--- config.mk ---
export PLATFORM = sky130hd
export DESIGN_NAME = traffic_light_ctrl
export DESIGN_NICKNAME = d
export VERILOG_FILES = /design/src/rtl/traffic_light_ctrl.sv
export SDC_FILE = /design/constraint.sdc
export NUM_CORES = 1
export LEC_CHECK = 0
export ABC_AREA = 1
export CAP_MARGIN = 30
export CORE_AREA = 2 2 53 55
export DETAILED_ROUTE_END_ITERATION = 10
export DIE_AREA = 0 0 55 57
export DONT_BUFFER_PORTS = 1
export GPL_TIMING_DRIVEN = 0
export PLACE_DENSITY_LB_ADDON = 0.05
export REMOVE_ABC_BUFFERS = 1
export SYNTH_ARGS = -nofsm -noshare
export SYNTH_HDL_FRONTEND = slang
export SYNTH_SLANG_ARGS = --single-unit
--- constraint.sdc ---
create_clock -name clk -period 2.1 [get_ports clk]
set_input_delay 0.42 -clock clk [delete_from_list [all_inputs] [get_ports clk]]
set_output_delay 0.42 -clock clk [all_outputs]
set_load 0.005 [all_outputs]
--- src/rtl/traffic_light_ctrl.sv ---
// Traffic-light sequencer RED -> GREEN -> AMBER -> RED timed in prescaler ticks,
// with pedestrian early-green termination and a maintenance amber-flash mode.
module traffic_light_ctrl #(
    parameter int RED_TICS       = 350,
    parameter int GREEN_TICS     = 200,
    parameter int AMBER_TICS     = 30,
    parameter int MIN_GREEN_TICS = 50,
    parameter int CNT_W          = 16
) (
    input  logic       clk,
    input  logic       rst,
    input  logic       tick,
    input  logic       ped_req,
    input  logic       flash_en,
    output logic       red,
    output logic       amber,
    output logic       green,
    output logic       walk,
    output logic       ped_pending,
    output logic [1:0] phase
);

    typedef enum logic [1:0] {
        PH_RED   = 2'd0,
        PH_GREEN = 2'd1,
        PH_AMBER = 2'd2,
        PH_FLASH = 2'd3
    } phase_e;

    localparam logic [CNT_W-1:0] RED_LAST   = CNT_W'(RED_TICS - 1);
    localparam logic [CNT_W-1:0] GREEN_LAST = CNT_W'(GREEN_TICS - 1);
    localparam logic [CNT_W-1:0] AMBER_LAST = CNT_W'(AMBER_TICS - 1);
    localparam logic [CNT_W-1:0] MIN_LAST   = CNT_W'(MIN_GREEN_TICS - 1);
    localparam logic [CNT_W-1:0] CNT_ONE    = CNT_W'(1);

    phase_e           phase_q, phase_d;
    logic [CNT_W-1:0] cnt_q, cnt_d;
    logic             ped_q, ped_d;
    logic             tog_q, tog_d;
    logic             red_q, amber_q, green_q, walk_q;
    logic             red_d, amber_d, green_d, walk_d;

    always_comb begin
        phase_d = phase_q;
        cnt_d   = cnt_q;
        ped_d   = ped_q;
        tog_d   = tog_q;

        if (flash_en) begin
            // Entering FLASH lights amber at once; staying in FLASH blinks per tick.
            phase_d = PH_FLASH;
            cnt_d   = '0;
            ped_d   = 1'b0;
            tog_d   = (phase_q == PH_FLASH) ? (tog_q ^ tick) : 1'b1;
        end else begin
            case (phase_q)
                PH_RED: begin
                    if (tick) begin
                        if (cnt_q == RED_LAST) begin
                            phase_d = PH_GREEN;
                            cnt_d   = '0;
                        end else begin
                            cnt_d = cnt_q + CNT_ONE;
                        end
                    end
                end
                PH_GREEN: begin
                    if (ped_req) ped_d = 1'b1;
                    // Early exit looks at the latched request only, never this cycle's ped_req.
                    if (tick) begin
                        if (cnt_q == GREEN_LAST || (ped_q && cnt_q >= MIN_LAST)) begin
                            phase_d = PH_AMBER;
                            cnt_d   = '0;
                        end else begin
                            cnt_d = cnt_q + CNT_ONE;
                        end
                    end
                end
                PH_AMBER: begin
                    if (ped_req) ped_d = 1'b1;
                    if (tick) begin
                        if (cnt_q == AMBER_LAST) begin
                            phase_d = PH_RED;
                            cnt_d   = '0;
                            ped_d   = 1'b0;
                        end else begin
                            cnt_d = cnt_q + CNT_ONE;
                        end
                    end
                end
                default: begin
                    phase_d = PH_RED;
                    cnt_d   = '0;
                    ped_d   = 1'b0;
                    tog_d   = 1'b0;
                end
            endcase
        end

        red_d   = (phase_d == PH_RED);
        green_d = (phase_d == PH_GREEN);
        walk_d  = (phase_d == PH_RED);
        amber_d = (phase_d == PH_AMBER) || (phase_d == PH_FLASH && tog_d);
    end

    always_ff @(posedge clk or posedge rst) begin
        if (rst) begin
            phase_q <= PH_RED;
            cnt_q   <= '0;
            ped_q   <= 1'b0;
            tog_q   <= 1'b0;
            red_q   <= 1'b1;
            amber_q <= 1'b0;
            green_q <= 1'b0;
            walk_q  <= 1'b1;
        end else begin
            phase_q <= phase_d;
            cnt_q   <= cnt_d;
            ped_q   <= ped_d;
            tog_q   <= tog_d;
            red_q   <= red_d;
            amber_q <= amber_d;
            green_q <= green_d;
            walk_q  <= walk_d;
        end
    end

    assign red         = red_q;
    assign amber       = amber_q;
    assign green       = green_q;
    assign walk        = walk_q;
    assign ped_pending = ped_q;
    assign phase       = phase_q;

endmodule

==> flow_summary.toml, run 1 <==
[clock_network]
postCtsSetupRepairBufs = 0
path_clk_slew_ns = 0.13
cts_tree = "built"
h-tree-depth = 1
clockBufferDepth = 2
clock_insertion_delay_worst_skew_ns = 0.30
cts_made_buffers = 3
clock_sinks = 23
clockRootBuffer = "clkbuf_4"

[die]
initial_core_util = 0.5627
die_h_um = 57
fp-row-count = 19
dieArea_um2 = 3135
core_um2 = 2615
die_x_um = 55
ioPinCount = 12

[global_routing]
grt_pass1_wl_um = 4816
track_usage = 0.2088
grt_overflow = 0
grt_pass1_vias = 1117
grt_max_degree = 24
antenna_found_initial = 0

[timing]
setup_slack_ns = 0.1638
max_slew_margin = 0.4324
tns_ns = 0
hold_viol = 0
clock_skew_ns = 0.005185
drv_slew = 0
worstMarginPinSlew_ns = 0.8505
timing.final.crit_share = 0.9220
setup_viol_count_final = 0
fmax_mhz = 516.5
finalCriticalPeriod_ns = 1.936
grt_setup_unrepaired = "false"

[setup_path]
crit_type = "register to register"
cpPeakStageDelay_ns = 0.46
cp_num_buf_inv = 3
cp.required_ns = 2.34
startpoint_type = "register"
crit_path_end_kind = "register"
cpMaxStageDelayCell = "dfrtp_2"
crit_family = "flip-flops"
cp_max_fo = 19
cp_common_cell = "inv_1"
worstPathArrival_ns = 2.18
path_cells = "inv_1, ha_2, inv_1, a31oi_4, inv_6, nand3_1, nor2_1, xor2_1, a21oi_1"

[synthesis]
syn_area_um2 = 1471
ys_seq_area_frac = 0.3920
yosys_warnings = 0
synth_top_area_cell = "dfrtp_1"
synth_area_leaders = "dfrtp_1, nand2_1, ha_1"
syn_avg_cell_area_um2 = 8.360
yosysUniqueCellTypes = 33
netlist_instances = 176
ys_seq_elements = 23
synth_top_cell_area_share = 0.3741

[placed_design]
dp_cells = 205
dp_slack_ns = 0.09715
dp.final_hpwl_um = 2095
portBuffers = 0
gp_congestion = 0.8425

[finish]
post_layout_nonfiller_instances = 209
area_delta_synth_final_pct = 4.252
drive_above_1_share = 0.1517
fin_util = 0.5866
diodes = 0
finalNetCount = 192

[detailed_routing]
via_count = 1098
first_iter_violations = 44
drtPass1Iterations = 4
final_antenna_net_count = 0
wl_per_cell_um = 13.09
drc = 0
wl_um = 2735
viasPerCell = 5.254

[run_status]
status = "completed"

[power_and_ir_drop]
power_mw = 0.9160
power.density_nw_per_um2 = 597.2
vdd_drop_max_mv = 0.3772
leakagePower_nw = 0.6586

[job]
max_cap_violations = 0

[hold_path]
hold_path.class = "primary input to asynchronous set/reset pin"
-- state kept, by name, summed over array words and instances, names as in the netlist --
name / cells
cnt_q: 16
amber: 1
green: 1
tog_q: 1
walk: 1
ped_pending: 1
phase: 2
-- per-layer routing --
metal | part of all wire | global-route usage | wire length [um]
met1 | 0.49 | 0.2952 | 1353
met2 | 0.47 | 0.3265 | 1293
met3 | 0.024 | 0.04188 | 67
met4 | 0.0077 | 0.05226 | 21
met5 | 0 | 0 | 0
-- cell families after synthesis --
group / after synthesis / synth area share
and+or+nand+nor: 78 / 0.2543
AOI/OAI and AO/OA: 27 / 0.1318
buffers and inverters: 26 / 0.07059
DFF: 23 / 0.3920
xor gates and xnor gates: 14 / 0.08333
adders and majority gates: 8 / 0.06803
-- layout make-up --
class | instances | area, um2
clock buffer | 3 | 22.52
fill | 241 | 1081
multi-input combinational | 127 | 793.3
clock inverter | 1 | 5.005
sequential | 23 | 579.3
inverter | 24 | 95.09
tap | 31 | 38.79
-- through the flow --
step / cell area (um2) / hold slack (ns)
6_report: 1534 / 0.1598
3_3_place_gp: 1499 / 0.5173
4_1_cts: 1526 / 0.1891
2_1_floorplan: 1460 / 0.4212
3_5_place_dp: 1499 / 0.5148
5_1_grt: 1534 / 0.1764
-- worst paths after layout --
kind,from,to,slack [ns],cells after the start
hold / removal,rst,cnt_q[7],0.16,1
min in group clk,flash_en,ped_pending,0.20,1
hold reg to reg,tog_q,tog_q,0.55,2
setup / recovery,phase[0],cnt_q[14],0.16,9
setup reg to reg,phase[0],cnt_q[14],0.16,9
max in group asynchronous,rst,phase[0],1.37,1
-- synthesized netlist by cell type --
library cell and instances:
inv_1 21, o41ai_1 1, nor2_2 3, a21oi_2 2, nor4_1 1, dfrtp_1 22
a21oi_1 10, nor2_1 17, nor2_4 1, dfstp_2 1, a21boi_2 1, o22ai_1 5
nand3_2 2, nor3_2 1, xor2_1 11, ha_1 8, clkbuf_1 1, a31oi_4 1
o21ai_0 4, nand3b_1 1, nand2_4 1, o21ai_1 1, nand2_1 30, buf_4 1
nand2_2 3, nand4_1 3, nand3_1 10, xnor2_1 3, o211ai_4 1, inv_4 1
inv_2 2, nor3_1 5, a21boi_1 1
-- cells in the final DEF (no fill, tap or decap), drive strengths merged --
cell type  count
nand3b         1
nor2          21
nor3           6
a21boi         2
dfrtp         22
nand4          3
dfstp          1
nor4           1
xnor2          3
nand3         12
xor2          11
nand2         34
o41ai          1
a31oi          1
ha             8
clkinv         1
inv           24
a21oi         12
o22ai          5
o21ai          5
o211ai         1
clkbuf         3
-- where the power goes --
part	total, mW	leakage (nW)	switching (mW)	internal (mW)
Sequential	0.501	0.305	0.0285	0.472
Combinational	0.211	0.336	0.141	0.0710
Clock	0.204	0.0177	0.133	0.0710
Total	0.916	0.659	0.302	0.614
-- what timing repair did --
| action | in CTS | in global routing |
|---|---|---|
| endpoints found under the setup margin | 0 | 3 |
| gates resized for setup | 0 | 4 |
| hold buffers | 0 | 0 |
Note: power is estimated with default switching activity, not from simulation.
==> run 2: changes to the inputs <==
SLEW_MARGIN = 20   (was not set)
==> flow_summary.toml, run 2 (synthesis gave the netlist of run 1 again) <==
[die]
ioPinCount = 12
initial_core_util = 0.5627
core_um2 = 2615
dieArea_um2 = 3135
fp-row-count = 19
die_x_um = 55
die_h_um = 57

[placed_design]
gp_congestion = 0.8425
place_area_um2 = 1499
portBuffers = 0
dp.final_hpwl_um = 2095
dp_slack_ns = 0.09715

[setup_path]
crit_path_end_kind = "register"
cpMaxStageDelayCell = "dfrtp_2"
cp_common_cell = "inv_1"
cp_max_fo = 19
crit_type = "register to register"
crit_family = "flip-flops"
path_cells = "inv_1, ha_2, inv_1, a31oi_4, inv_6, nand3_1, nor2_1, xor2_1, a21oi_1"
cp_num_buf_inv = 3
startpoint_type = "register"
cpPeakStageDelay_ns = 0.46
worstPathArrival_ns = 2.18
cp.required_ns = 2.34

[detailed_routing]
drc = 0
final_antenna_net_count = 0
drtPass1Iterations = 4
highest_layer = "met4"
viasPerCell = 5.346
wl_met1_um = 1332
wl_per_cell_um = 13.30
via_count = 1128
routed-wl-met2_um = 1352
wl_um = 2806
route.met3.wl_um = 100
first_iter_violations = 43

[finish]
layout_common_cells = "nand2_1, inv_1, dfrtp_1"
final_common_cell = "nand2_1"
final_cell_area_um2 = 1559
n_fill_cell = 239
finalNetCount = 194
top_register = "cnt_q"
diodes = 0
drive_above_1_share = 0.1556
area_delta_synth_final_pct = 5.953
largest_reg_flops = 16

[global_routing]
grt_pass1_wl_um = 4816
grt_overflow = 0
grt_pass1_vias = 1117
grt_max_degree = 24
antenna_found_initial = 0
track_usage = 0.2088

[clock_network]
path_clk_slew_ns = 0.13
clockRootBuffer = "clkbuf_4"
clockBufferDepth = 2
clock_sinks = 23
postCtsSetupRepairBufs = 0
cts_tree = "built"
h-tree-depth = 1
clock_insertion_delay_worst_skew_ns = 0.30
cts_made_buffers = 3

[hold_path]
hold_path.class = "primary input to register"

[run_status]
status = "completed"

[timing]
finalCriticalPeriod_ns = 1.939
fmax_mhz = 515.8
tns_ns = 0
worstMarginPinSlew_ns = 0.3903
timing.final.crit_share = 0.9232
clock_skew_ns = 0.002440
setup_viol_count_final = 0
setup_slack_ns = 0.1613
drv_slew = 0
grt_setup_unrepaired = "false"
holdWs_ns = 0.2021
max_slew_margin = 0.7395
hold_viol = 0

[power_and_ir_drop]
power_mw = 0.9213
vdd_drop_max_mv = 0.3793
leakagePower_nw = 0.6702
power.density_nw_per_um2 = 590.9

[job]
max_cap_violations = 0
## run 2: changes by cell type in the layout (fill, tap and decap cells not counted)
| cell | delta |
|---|---|
| buf_8 | +1 |
| dlygate4sd3_1 | +1 |
## run 2: final cells by class
cell class                 count  area, um2  area share
clock buffer                   3      22.52     0.01445
clock inverter                 1      5.005    0.003210
inverter                      24      95.09     0.06099
multi-input combinational    127      793.3      0.5088
sequential                    23      579.3      0.3716
tap                           31      38.79     0.02488
timing repair buffer           2      25.02     0.01605
## run 2: through the flow
stage | utilization | cells
after CTS | 0.5837 | 209
final | 0.5962 | 211
after floorplan | - | 174
after detailed placement | 0.5732 | 205
after global placement | 0.5732 | 205
after global routing | 0.5962 | 211
## run 2: worst paths after layout
| check | slack, ns | startpoint | depth (start not counted) | end |
|---|---|---|---|---|
| max in group asynchronous | 1.07 | rst | 3 | walk |
| worst max-delay path | 0.16 | phase[0] | 9 | cnt_q[14] |
| worst min register to register | 0.55 | tog_q | 2 | tog_q |
| worst max register to register | 0.16 | phase[0] | 9 | cnt_q[14] |
| min in group asynchronous | 0.52 | rst | 2 | cnt_q[7] |
| worst min-delay path | 0.20 | flash_en | 1 | ped_pending |
## run 2: what timing repair did
action | 4_1_cts | 5_1_grt
hold buffers | 0 | 1
hold endpoints to repair | 0 | 9
setup endpoints to repair | 0 | 3
resized for setup | 0 | 4
## run 2: routing by layer
metal,vias up,track usage
li1,579,-
met1,526,0.2952
met2,21,0.3265
met3,2,0.04188
met4,0,0.05226
met5,-,0
## run 2: worst reg2reg max path, delay by kind of cell, from the launching register on
kind                     cells  cell delay (ns)
flip-flops                   1             0.46
AO/OA/AOI/OAI                2             0.43
buffers and inverters        3             0.35
adder cells (fa/ha/maj)      1             0.25
AND/OR/NAND/NOR              2             0.24
XOR/XNOR                     1             0.14
## run 2: power breakdown
group	leakage [nW]	internal, mW	switching (mW)
Combinational	0.348	0.0748	0.142
Sequential	0.305	0.472	0.0288
Clock	0.0177	0.0710	0.132
